`config.mk`:
```
export PLATFORM = sky130hd
export DESIGN_NAME = note_scheduler
export DESIGN_NICKNAME = d
export VERILOG_FILES = /design/src/rtl/note_scheduler.sv
export SDC_FILE = /design/constraint.sdc
export NUM_CORES = 1
export LEC_CHECK = 0
export BUFFER_PORTS_ARGS = -buffer_cell sky130_fd_sc_hd__buf_2
export CORE_MARGIN = 3
export CORE_UTILIZATION = 60
export CTS_BUF_LIST = sky130_fd_sc_hd__clkbuf_16
export CTS_CLUSTER_SIZE = 40
export DETAILED_ROUTE_END_ITERATION = 8
export PLACE_DENSITY_LB_ADDON = 0.25
export SLEW_MARGIN = 5
export SYNTH_ARGS = -nofsm -noshare
export SYNTH_HDL_FRONTEND = slang
export SYNTH_SLANG_ARGS = --single-unit
```
`constraint.sdc`:
```
create_clock -name clk -period 5.2 [get_ports clk]
set_input_delay 1.56 -clock clk [delete_from_list [all_inputs] [get_ports clk]]
set_output_delay 1.56 -clock clk [all_outputs]
set_load 0.05 [all_outputs]
```
`src/rtl/note_scheduler.sv`:
```
// rtl/note_scheduler.sv - timed note event FIFO and sequencer driving the DDS tuning word and gate
module note_scheduler #(
  parameter int TICK_DIV   = 100000,
  parameter int GAP_MS     = 10,
  parameter int FIFO_DEPTH = 4
) (
  input  logic        clk,
  input  logic        rst_n,
  input  logic        note_valid,
  output logic        note_ready,
  input  logic [31:0] note_word,
  input  logic [15:0] note_ms,
  input  logic        flush,
  output logic [31:0] tuning_word,
  output logic        gate,
  output logic        busy,
  output logic [2:0]  fifo_count
);

  localparam int PTR_W = (FIFO_DEPTH > 1) ? $clog2(FIFO_DEPTH) : 1;
  localparam int PRE_W = (TICK_DIV > 1) ? $clog2(TICK_DIV) : 1;
  localparam logic [2:0]       FULL_CNT  = 3'(FIFO_DEPTH);
  localparam logic [PRE_W-1:0] PRE_LAST  = PRE_W'(TICK_DIV - 1);
  localparam logic [15:0]      GAP_TICKS = 16'(GAP_MS);

  typedef enum logic [1:0] {S_IDLE, S_PLAY, S_GAP} state_t;
  state_t state, state_next;

  logic [47:0]      mem [FIFO_DEPTH];
  logic [PTR_W-1:0] wr_ptr, rd_ptr;
  logic [2:0]       count_next;
  logic [PRE_W-1:0] presc;
  logic [15:0]      dur_cnt, gap_cnt;
  logic             tick, push, pop, load, note_end, gap_start;
  logic [31:0]      head_word;
  logic [15:0]      head_ms;

  assign tick      = (presc == PRE_LAST);
  assign push      = note_valid && note_ready && !flush;
  assign head_word = mem[rd_ptr][47:16];
  assign head_ms   = mem[rd_ptr][15:0];

  // Next state, pop/load strobes and next occupancy; flush overrides all of it.
  // With no gap configured a finished note falls back to IDLE, which gives the
  // single silent cycle between back-to-back notes.
  always_comb begin
    state_next = state;
    pop        = 1'b0;
    load       = 1'b0;
    note_end   = 1'b0;
    gap_start  = 1'b0;
    case (state)
      S_IDLE: begin
        if (fifo_count != 3'd0) begin
          pop = 1'b1;
          if (head_ms != 16'd0) begin
            load       = 1'b1;
            state_next = S_PLAY;
          end
        end
      end
      S_PLAY: begin
        if (tick && dur_cnt == 16'd1) begin
          note_end = 1'b1;
          if (GAP_MS == 0) begin
            state_next = S_IDLE;
          end else begin
            gap_start  = 1'b1;
            state_next = S_GAP;
          end
        end
      end
      S_GAP: begin
        if (tick && gap_cnt == 16'd1) begin
          state_next = S_IDLE;
          if (fifo_count != 3'd0) begin
            pop = 1'b1;
            if (head_ms != 16'd0) begin
              load       = 1'b1;
              state_next = S_PLAY;
            end
          end
        end
      end
      default: state_next = S_IDLE;
    endcase
    if (flush) begin
      state_next = S_IDLE;
      pop        = 1'b0;
      load       = 1'b0;
      note_end   = 1'b0;
      gap_start  = 1'b0;
    end
    count_next = fifo_count + {2'b00, push} - {2'b00, pop};
    if (flush) count_next = 3'd0;
  end

  // State register.
  always_ff @(posedge clk) begin
    if (!rst_n) state <= S_IDLE;
    else        state <= state_next;
  end

  // Event storage, written only on accepted pushes.
  always_ff @(posedge clk) begin
    if (push) mem[wr_ptr] <= {note_word, note_ms};
  end

  // FIFO pointers, occupancy and the registered ready/busy flags.
  always_ff @(posedge clk) begin
    if (!rst_n) begin
      wr_ptr     <= '0;
      rd_ptr     <= '0;
      fifo_count <= 3'd0;
      note_ready <= 1'b1;
      busy       <= 1'b0;
    end else begin
      if (flush) begin
        wr_ptr <= '0;
        rd_ptr <= '0;
      end else begin
        if (push) wr_ptr <= wr_ptr + 1'b1;
        if (pop)  rd_ptr <= rd_ptr + 1'b1;
      end
      fifo_count <= count_next;
      note_ready <= (count_next != FULL_CNT);
      busy       <= (state_next != S_IDLE) || (count_next != 3'd0);
    end
  end

  // Tick prescaler, duration/gap counters and the tone outputs.
  always_ff @(posedge clk) begin
    if (!rst_n) begin
      presc       <= '0;
      dur_cnt     <= 16'd0;
      gap_cnt     <= 16'd0;
      tuning_word <= 32'd0;
      gate        <= 1'b0;
    end else if (flush) begin
      presc       <= '0;
      tuning_word <= 32'd0;
      gate        <= 1'b0;
    end else begin
      if (load || tick) presc <= '0;
      else              presc <= presc + 1'b1;
      if (load) begin
        tuning_word <= head_word;
        gate        <= 1'b1;
      end else if (note_end) begin
        tuning_word <= 32'd0;
        gate        <= 1'b0;
      end
      if (load)                         dur_cnt <= head_ms;
      else if (state == S_PLAY && tick) dur_cnt <= dur_cnt - 16'd1;
      if (gap_start)                    gap_cnt <= GAP_TICKS;
      else if (state == S_GAP && tick)  gap_cnt <= gap_cnt - 16'd1;
    end
  end

endmodule
```
==> results.cfg, run 1 <==
[grt]
grt_start_max_net_pins = 35
grt_overflow_total = 0
grt_pass1_wl_mm = 38.5
overall_global_routing_usage = 0.226
initial_antenna_violation_count = 2
first_global_vias = 7319

[detailed_routing]
drtAntennaViolNets = 0
met2WireLength_mm = 12.3
drt_iter0_markers = 533
drt-met1-wl_mm = 9.39
drt_first_pass_iters = 5
routed_wl_per_cell_microns = 20.5
vias = 7068
wirelength_mm = 23.9
via_per_inst = 6.08
route.met3.wl_mm = 1.58
top_signal_layer_used = met5
drt_drc_violations_left = 0

[floorplan]
num_io_pins = 90
coreArea_sq_um = 18800
die_h_microns = 145
floorplan.rows = 50
chipWidth_microns = 145
start_util = 0.615
dieArea_sq_um = 21000

[power_and_ir_drop]
total_leakage_power_nw = 4.68
vdd_drop_max_mv = 0.305
cellPowerDensity_nw_per_um2 = 356
share_of_power_burned_in_the_clock_network = 0.400
internal-power_mw = 3.63
switching_share = 0.225
switching_power_mw = 1.05
share_seq_of_total_power = 0.537
p_comb_frac = 0.063

[critical_path]
worstSetupEndpointType = register
slowest_cell_delay_on_critical_path_ns = 0.68
critPathKind = in -> reg
crit_path_end = busy$_SDFF_PN0_
timing.critical_path.max_delay_family = simple AND/OR/NAND/NOR gates
worst_ep_arrival_time_ns = 4.20
critical_path.cell_chain = buf_2 > or3_1 > nor2_1 > ha_1 > inv_1 > ha_1 > inv_1 > fa_1 > xor2_1 > xnor2_1 > nand2_1 > a311oi_1 > o22ai_1
timing.rr.end = busy$_SDFF_PN0_
startpoint = flush
r2r_cells = 15
r2r-start = gap_cnt[2]$_SDFFE_PN0P_
critPathLaunchType = input port
worstPathRequired_ns = 5.61
worst-r2r-setup-slack_ns = 1.56
worst-path-buf-inv = 3
cp_max_fo = 18
worst-path-stages = 13
cpMaxStageDelayCell = or3_1

[sta]
layout_skew_ns = 0.0106
clock.fmax_mhz = 264
fin_ws_ns = 1.41
final_slew_violations = 0
timing_worst_slew_pin_value_ns = 1.12
relSlewSlack = 0.247
setup_total_negative_slack_ns = 0
report.final.setup_viol = 0
rsz0062_at_grt = false
final_hold_viol_count = 0
timing.final.crit_period_ns = 3.79
period_share = 0.729

[synth]
synth_top_cell_area_share = 0.498
number_of_register_bits_inferred_by_synthesis = 287
synth_cells = 792
netlist_area_sq_um = 11600
synth.top_cells.by_area = edfxtp_1 (50%), dfxtp_1 (16%), mux4_2 (9.3%)
synthArstFlopShare = 0
seq_total_area_yosys = 0.662
synth_edf_count = 192
post_synth_num_cell_types = 55
synth_area_per_cell_sq_um = 14.6
post-synth-top-count-cell = edfxtp_1
synth-main-ff-cell = edfxtp_1
synth_commonest_cells = edfxtp_1 (192), dfxtp_1 (95), nand2_1 (80)
synth.largest_area_cell = edfxtp_1
syn_nets = 856
synth.yosys.warnings = 0

[placed_design]
dp_worst_setup_slack_ns = 0.875
place.gp.congestion = 0.829
port_buffers = 89
detailedPlacementHpwl_mm = 15.1

[final_layout]
insertedDiodeCount = 0
utilization = 0.699
syn_to_final_growth_pct = 13.6
layout-drive-gt1-share = 0.231
final_net_count = 945

[cts]
ctsHoldBuffers = 0
clock_root_buffer_master = clkbuf_16
cts_resized = 0
cts_max_path_buffers = 3
worstSkewPairLatency_ns = 0.55
post_cts.repair.setup_buffers = 0
clkSinkCount = 287
cts_inserted_buffers = 28
clock_slew_at_reported_path_ffs_ns = 0.06
cts_tree = done
h-tree-depth = 1

[hold_path]
hold_path_class = reg -> reg

[run_status]
status = finished, final reports clean

[run]
max-cap-violations = 0
## layer usage
metal	up-vias	global-route usage
met5	-	0
met2	235	0.393
met4	4	0.0622
met3	48	0.0443
li1	3226	-
met1	3555	0.294
## layout by cell type (no fill, tap or decap), drive strengths merged, types with 4 or more instances in the layout
cell type  count
nand4          6
buf          103
or3           11
nor3          15
or4           18
o31ai          9
xnor2         20
clkinv        13
o21ai          5
a21oi         22
nor4          22
ha            11
nand3b         6
nand2         80
mux2i         41
and4           4
xor2          10
nor2          36
clkbuf        28
and3           4
nand3         24
dfxtp         95
o41ai          8
inv           25
a211oi         6
mux4          48
and2           4
edfxtp       192
or2            5
## worst min path at each step
stage / end / start / cells past startpoint
final: tuning_word[4]$_SDFFE_PP0P_ / tuning_word[4]$_SDFFE_PP0P_ / 2
after global routing: tuning_word[13]$_SDFFE_PP0P_ / tuning_word[13]$_SDFFE_PP0P_ / 2
after CTS: tuning_word[4]$_SDFFE_PP0P_ / tuning_word[4]$_SDFFE_PP0P_ / 2
after detailed placement: tuning_word[18]$_SDFFE_PP0P_ / tuning_word[18]$_SDFFE_PP0P_ / 2
after global placement: presc[0]$_SDFF_PP0_ / presc[0]$_SDFF_PP0_ / 1
after floorplan: presc[0]$_SDFF_PP0_ / presc[0]$_SDFF_PP0_ / 1
## area by class of cell
cell class,instances,area [sq um]
fillers,1243,5680
repair buffers,103,551
multi-input cells,445,3690
flip-flops and latches,287,7670
inverters,16,60.1
clock buffers,28,701
clock inverters,24,159
well taps,260,325
## per-stage QoR
stage,std cells,power (mW),hold slack [ns],area [sq um]
6_report,1163,4.68,0.458,13200
5_1_grt,1163,4.84,0.484,13200
4_1_cts,1163,4.72,0.461,13200
3_5_place_dp,1111,2.86,0.451,12300
3_3_place_gp,1111,2.84,0.442,12300
2_1_floorplan,792,2.76,0.430,11600
## state kept, by name, summed over array words and instances (netlist names), named ones only
| register | flops |
|---|---|
| wr_ptr | 2 |
| state | 2 |
| tuning_word | 32 |
| fifo_count | 3 |
| rd_ptr | 2 |
| gate | 1 |
| note_ready | 1 |
| mem | 192 |
| gap_cnt | 16 |
| busy | 1 |
| presc | 17 |
| dur_cnt | 16 |
## worst min-delay path, stage by stage (launching register included)
cell	delay (ns)
dfxtp_1	0.31
nand2_1	0.05
mux2i_1	0.05
## cells by family (layout without fill, tap and decap cells)
logic type / after synthesis / in the layout / synth area share
xor+xnor: 30 / 30 / 0.0227
mux: 89 / 89 / 0.129
fa+ha+maj: 12 / 12 / 0.0136
simple gates: 248 / 248 / 0.112
flops: 287 / 287 / 0.662
compound gates: 66 / 66 / 0.0393
buf+inv: 60 / 171 / 0.0212
## power by group through the flow
stage	Combinational (mW)	Clock (mW)	Sequential, mW
finish	0.296	1.87	2.51
floorplan	0.178	0	2.58
global placement	0.282	0	2.56
global route	0.321	2.00	2.52
detailed placement	0.294	0	2.56
CTS	0.296	1.91	2.51
No activity file was read; power rests on OpenSTA's default activity.
==> inputs of run 2 (changes only) <==
==> constraint.sdc (replaced) <==
create_clock -name clk -period 3.49 [get_ports clk]
set_input_delay 1.047 -clock clk [delete_from_list [all_inputs] [get_ports clk]]
set_output_delay 1.047 -clock clk [all_outputs]
set_load 0.05 [all_outputs]
==> results.cfg, run 2 (synthesized netlist as in run 1, its figures left out) <==
[detailed_routing]
wirelength_mm = 24.3
vias = 7120
drt_iter0_markers = 502
drtAntennaViolNets = 0
routed_wl_per_cell_microns = 20.6
drt_first_pass_iters = 5
drt_drc_violations_left = 0
via_per_inst = 6.04

[final_layout]
largest_register_ff_count = 192
final_net_count = 957
highest_count_cells_in_the_layout_ignoring_fill_and_taps = edfxtp_1 (192), dfxtp_1 (93), buf_2 (89), nand2_1 (80), mux4_2 (48)
layout-drive-gt1-share = 0.252
final_area_sq_um = 13400
largest_register = mem
syn_to_final_growth_pct = 15.6
reg.largest.list = mem (192), tuning_word (32), presc (17)
final_common_cell = edfxtp_1

[power_and_ir_drop]
total_leakage_power_nw = 4.76
cellPowerDensity_nw_per_um2 = 534
vdd_drop_max_mv = 0.563
design_power_total_mw = 7.14

[cts]
clkSinkCount = 287
clock_root_buffer_master = clkbuf_16
clock_slew_at_reported_path_ffs_ns = 0.06
cts_inserted_buffers = 28
cts_max_path_buffers = 3
worstSkewPairLatency_ns = 0.54
cts_tree = done
ctsHoldBuffers = 0
h-tree-depth = 1

[placed_design]
place.gp.congestion = 0.794
detailedPlacementHpwl_mm = 15.2
port_buffers = 89
placement.cell_area_sq_um = 12400

[sta]
final_slew_violations = 0
layout_skew_ns = 0.0166
timing.final.crit_period_ns = 3.28
report.final.setup_viol = 0
timing_worst_slew_pin_value_ns = 1.16
period_share = 0.941
relSlewSlack = 0.220
clock.fmax_mhz = 304
final_hold_viol_count = 0
setup_total_negative_slack_ns = 0
hold_ws_ns = 0.460

[critical_path]
worst_ep_arrival_time_ns = 3.66
worst-r2r-setup-slack_ns = 0.21
cp_max_fo = 6
critPathKind = reg -> reg
worstPathRequired_ns = 3.86
critPathLaunchType = register
worstSetupEndpointType = register

[run]
max-cap-violations = 0

[grt]
overall_global_routing_usage = 0.232
first_global_vias = 7550
initial_antenna_violation_count = 4
grt_pass1_wl_mm = 39.5
grt_overflow_total = 0
grt_start_max_net_pins = 36

[hold_path]
hold_path_class = reg -> reg

[floorplan]
floorplan.rows = 50
chipWidth_microns = 145
dieArea_sq_um = 21000
start_util = 0.615
num_io_pins = 90
die_h_microns = 145
coreArea_sq_um = 18800

[run_status]
status = finished, final reports clean
-- run 2: cell types whose count changed in the layout (fill, tap and decap cells not counted), sizes merged --
cell,delta
clkinv,-1
diode,+3
clkinvlp,+3
inv,-5
buf,+12
bufinv,+2
clkbuf,+1
-- run 2: area by class of cell --
class                      instances  area, sq um
sequential                       287         7670
fill                            1190         5440
multi-input combinational        445         3710
clock buffer                      29          726
timing repair buffer             115          703
tap                              260          325
clock inverter                    23          185
inverter                          16         60.1
antenna                            3         7.51
-- run 2: power by group --
part	switching, mW	internal [mW]
clock network	1.22	1.72
logic	0.278	0.178
registers	0.0433	3.70
-- run 2: worst paths after layout --
| check | startpoint | cells after the start | endpoint |
|---|---|---|---|
| setup / recovery | gap_cnt[2]$_SDFFE_PN0P_ | 14 | busy$_SDFF_PN0_ |
| hold / removal | tuning_word[13]$_SDFFE_PP0P_ | 2 | tuning_word[13]$_SDFFE_PP0P_ |
| setup reg to reg | gap_cnt[2]$_SDFFE_PN0P_ | 14 | busy$_SDFF_PN0_ |
| hold reg to reg | tuning_word[13]$_SDFFE_PP0P_ | 2 | tuning_word[13]$_SDFFE_PP0P_ |
-- run 2: stage by stage --
| stage | worst slack (ns) | instances | utilization |
|---|---|---|---|
| global route | -0.0111 | 1177 | 0.711 |
| finish | 0.205 | 1178 | 0.711 |
| global placement | 0.182 | 1121 | 0.660 |
| CTS | 0.0478 | 1173 | 0.709 |
| floorplan | -0.0495 | 792 | - |
| detailed placement | -0.0562 | 1121 | 0.660 |
-- run 2: critical path, stage by stage (launching register included) --
cell	delay, ns
dfxtp_1	0.35
or4_4	0.58
nor4_4	0.20
a31oi_1	0.15
nor2_1	0.14
ha_1	0.26
inv_1	0.06
ha_1	0.13
inv_1	0.05
fa_2	0.33
xor2_1	0.16
xnor2_1	0.20
nand2_1	0.08
a311oi_1	0.29
o22ai_1	0.13
-- run 2: routing by layer --
metal / GRT usage / vias up / part of all wire
met5: 0 / - / 0.00086
met4: 0.0727 / 4 / 0.025
met3: 0.0472 / 58 / 0.066
met2: 0.402 / 239 / 0.52
met1: 0.300 / 3570 / 0.39
li1: - / 3249 / -
-- run 2: timing repair --
action	CTS	global route
pin swaps	0	3
endpoints found under the setup margin	1	1
resized for setup	2	2
buffers inserted	0	2
==> inputs of run 3 (changes only) <==
--- a/config.mk
+++ b/config.mk
@@ -5,12 +5,14 @@
 export SDC_FILE = /design/constraint.sdc
 export NUM_CORES = 1
 export LEC_CHECK = 0
+export ABC_AREA = 1
 export BUFFER_PORTS_ARGS = -buffer_cell sky130_fd_sc_hd__buf_2
-export CORE_MARGIN = 3
+export CORE_MARGIN = 4
 export CORE_UTILIZATION = 60
 export CTS_BUF_LIST = sky130_fd_sc_hd__clkbuf_16
 export CTS_CLUSTER_SIZE = 40
 export DETAILED_ROUTE_END_ITERATION = 8
+export GPL_TIMING_DRIVEN = 0
 export PLACE_DENSITY_LB_ADDON = 0.25
 export SLEW_MARGIN = 5
 export SYNTH_ARGS = -nofsm -noshare
==> results.cfg, run 3 <==
[grt]
grt_pass1_wl_mm = 43.2
overall_global_routing_usage = 0.244
first_global_vias = 8763
initial_antenna_violation_count = 4
grt_start_max_net_pins = 27
grt_overflow_total = 0

[synth]
synth_commonest_cells = nand2_1 (216), edfxtp_1 (192), nor2_1 (160)
seq_total_area_yosys = 0.642
synth_top_cell_area_share = 0.483
synth-main-ff-cell = edfxtp_1
synth_area_per_cell_sq_um = 9.96
post_synth_num_cell_types = 38
synth.top_cells.by_area = edfxtp_1 (48%), dfxtp_1 (16%), nand2_1 (6.8%)
synth.yosys.warnings = 0
post-synth-top-count-cell = nand2_1
number_of_register_bits_inferred_by_synthesis = 287
netlist_area_sq_um = 11900
synth_cells = 1199
syn_nets = 1263
synth.largest_area_cell = edfxtp_1
synth_edf_count = 192
synthArstFlopShare = 0

[critical_path]
worst-r2r-setup-slack_ns = 0.54
critPathKind = in -> reg
r2r-start = presc[0]$_SDFF_PP0_
cp_max_fo = 13
worstSetupEndpointType = register
timing.rr.end = busy$_SDFF_PN0_
r2r_cells = 17
worstPathRequired_ns = 3.98
critPathLaunchType = input port
worst_ep_arrival_time_ns = 3.54

[power_and_ir_drop]
internal-power_mw = 5.62
share_seq_of_total_power = 0.512
p_comb_frac = 0.072
vdd_drop_max_mv = 0.523
total_leakage_power_nw = 5.31
share_of_power_burned_in_the_clock_network = 0.415
switching_power_mw = 1.63
cellPowerDensity_nw_per_um2 = 525
design_power_total_mw = 7.25
switching_share = 0.225

[floorplan]
dieArea_sq_um = 22200
floorplan.rows = 51
coreArea_sq_um = 19500
die_h_microns = 149
num_io_pins = 90
start_util = 0.612
chipWidth_microns = 149

[detailed_routing]
drt_iter0_markers = 742
routed_wl_per_cell_microns = 17.0
wirelength_mm = 27.3
via_per_inst = 5.63
drt_drc_violations_left = 0
drt_first_pass_iters = 6
vias = 9054
drtAntennaViolNets = 0

[final_layout]
largest_register = mem
layout.area.seq_sq_um = 7670
layout-drive-gt1-share = 0.129
largest_register_ff_count = 192
final_net_count = 1386
reg.largest.list = mem (192), tuning_word (32), presc (17)
multi_input_area_sq_um = 3740
highest_count_cells_in_the_layout_ignoring_fill_and_taps = nand2_1 (216), edfxtp_1 (192), nor2_1 (156), nand3_1 (127), buf_2 (103)
num-fill-cells = 1406
syn_to_final_growth_pct = 15.6
final_common_cell = nand2_1
insertedDiodeCount = 0

[sta]
period_share = 0.874
setup_total_negative_slack_ns = 0
final_hold_viol_count = 0
report.final.setup_viol = 0
hold_ws_ns = 0.462
final_slew_violations = 0
timing_worst_slew_pin_value_ns = 0.829
rsz0062_at_grt = false
clock.fmax_mhz = 328
timing.final.crit_period_ns = 3.05
relSlewSlack = 0.446
layout_skew_ns = 0.0132

[cts]
clkSinkCount = 287
cts_tree = done
h-tree-depth = 1
clock_root_buffer_master = clkbuf_16
worstSkewPairLatency_ns = 0.55
cts_inserted_buffers = 28
cts_max_path_buffers = 3
clock_slew_at_reported_path_ffs_ns = 0.06

[run]
max-cap-violations = 0

[run_status]
status = finished, final reports clean

[hold_path]
min_to = presc[0]$_SDFF_PP0_
hold_path_class = reg -> reg
holdCritStartpoint = presc[0]$_SDFF_PP0_
min_path_cells = 1

[placed_design]
port_buffers = 88
place.gp.congestion = 0.855
detailedPlacementHpwl_mm = 17.7
-- run 3: per-stage QoR --
step / utilization / std cells / instance area [sq um] / setup WS (ns)
floorplan: - / 1199 / 11900 / -0.699
global placement: 0.651 / 1552 / 12700 / -2.65
detailed placement: 0.659 / 1558 / 12900 / -0.479
CTS: 0.707 / 1609 / 13800 / 0.0231
global route: 0.707 / 1609 / 13800 / 0.192
finish: 0.707 / 1609 / 13800 / 0.441
-- run 3: worst max-delay path by stage --
stage          start              endpoint  slack [ns]  depth (start not counted)
6_report       flush       busy$_SDFF_PN0_        0.44                         13
5_1_grt        flush       busy$_SDFF_PN0_        0.19                         13
4_1_cts        flush       busy$_SDFF_PN0_        0.02                         14
3_5_place_dp   flush       busy$_SDFF_PN0_       -0.48                         14
3_3_place_gp   flush  mem[0][10]$_DFFE_PP_       -2.65                          5
2_1_floorplan  flush   mem[0][0]$_DFFE_PP_       -0.70                          4
-- run 3: layout make-up --
cell class	instances	area share
multi-input combinational	770	0.271
inverter	82	0.0223
sequential	287	0.555
timing repair buffer	95	0.0417
tap	265	0.0240
buffer	58	0.0185
clock buffer	28	0.0507
clock inverter	24	0.0168
-- run 3: timing repair --
item,4_1_cts,5_1_grt
setup endpoints to repair,3,3
pin swaps,0,1
resized for setup,0,1
hold buffers,0,0
setup buffers,0,1
-- run 3: worst max-delay path: stages --
cell	delay, ns
buf_2	0.13
inv_1	0.31
nand3_2	0.37
ha_1	0.41
inv_1	0.07
ha_1	0.15
inv_1	0.05
fa_1	0.35
inv_1	0.08
o21ai_0	0.08
a211oi_1	0.31
nor3_1	0.10
nand2_1	0.07
-- run 3: per-layer routing --
layer  vias up  wire length, microns  track usage
met2       378                 13400        0.420
met1      4254                 10900        0.313
met5         -                    59            0
li1       4347                     -            -
met4         8                   699       0.0819
met3        67                  2210       0.0471
-- run 3: kinds of logic after synthesis --
logic type,after synthesis,share of synthesized area
buffers and inverters,142,0.0478
AOI/OAI and AO/OA,186,0.0842
and+or+nand+nor,549,0.196
adders and majority gates,12,0.0132
DFF,287,0.642
xor gates and xnor gates,23,0.0169
-- run 3: power by group through the flow --
stage               sequential, mW  clock, mW  combinational (mW)
finish                        3.72       3.01               0.523
global route                  3.72       3.18               0.584
CTS                           3.72       3.04               0.519
detailed placement            3.79          0               0.511
global placement              3.79          0               0.486
floorplan                     3.82          0               0.306
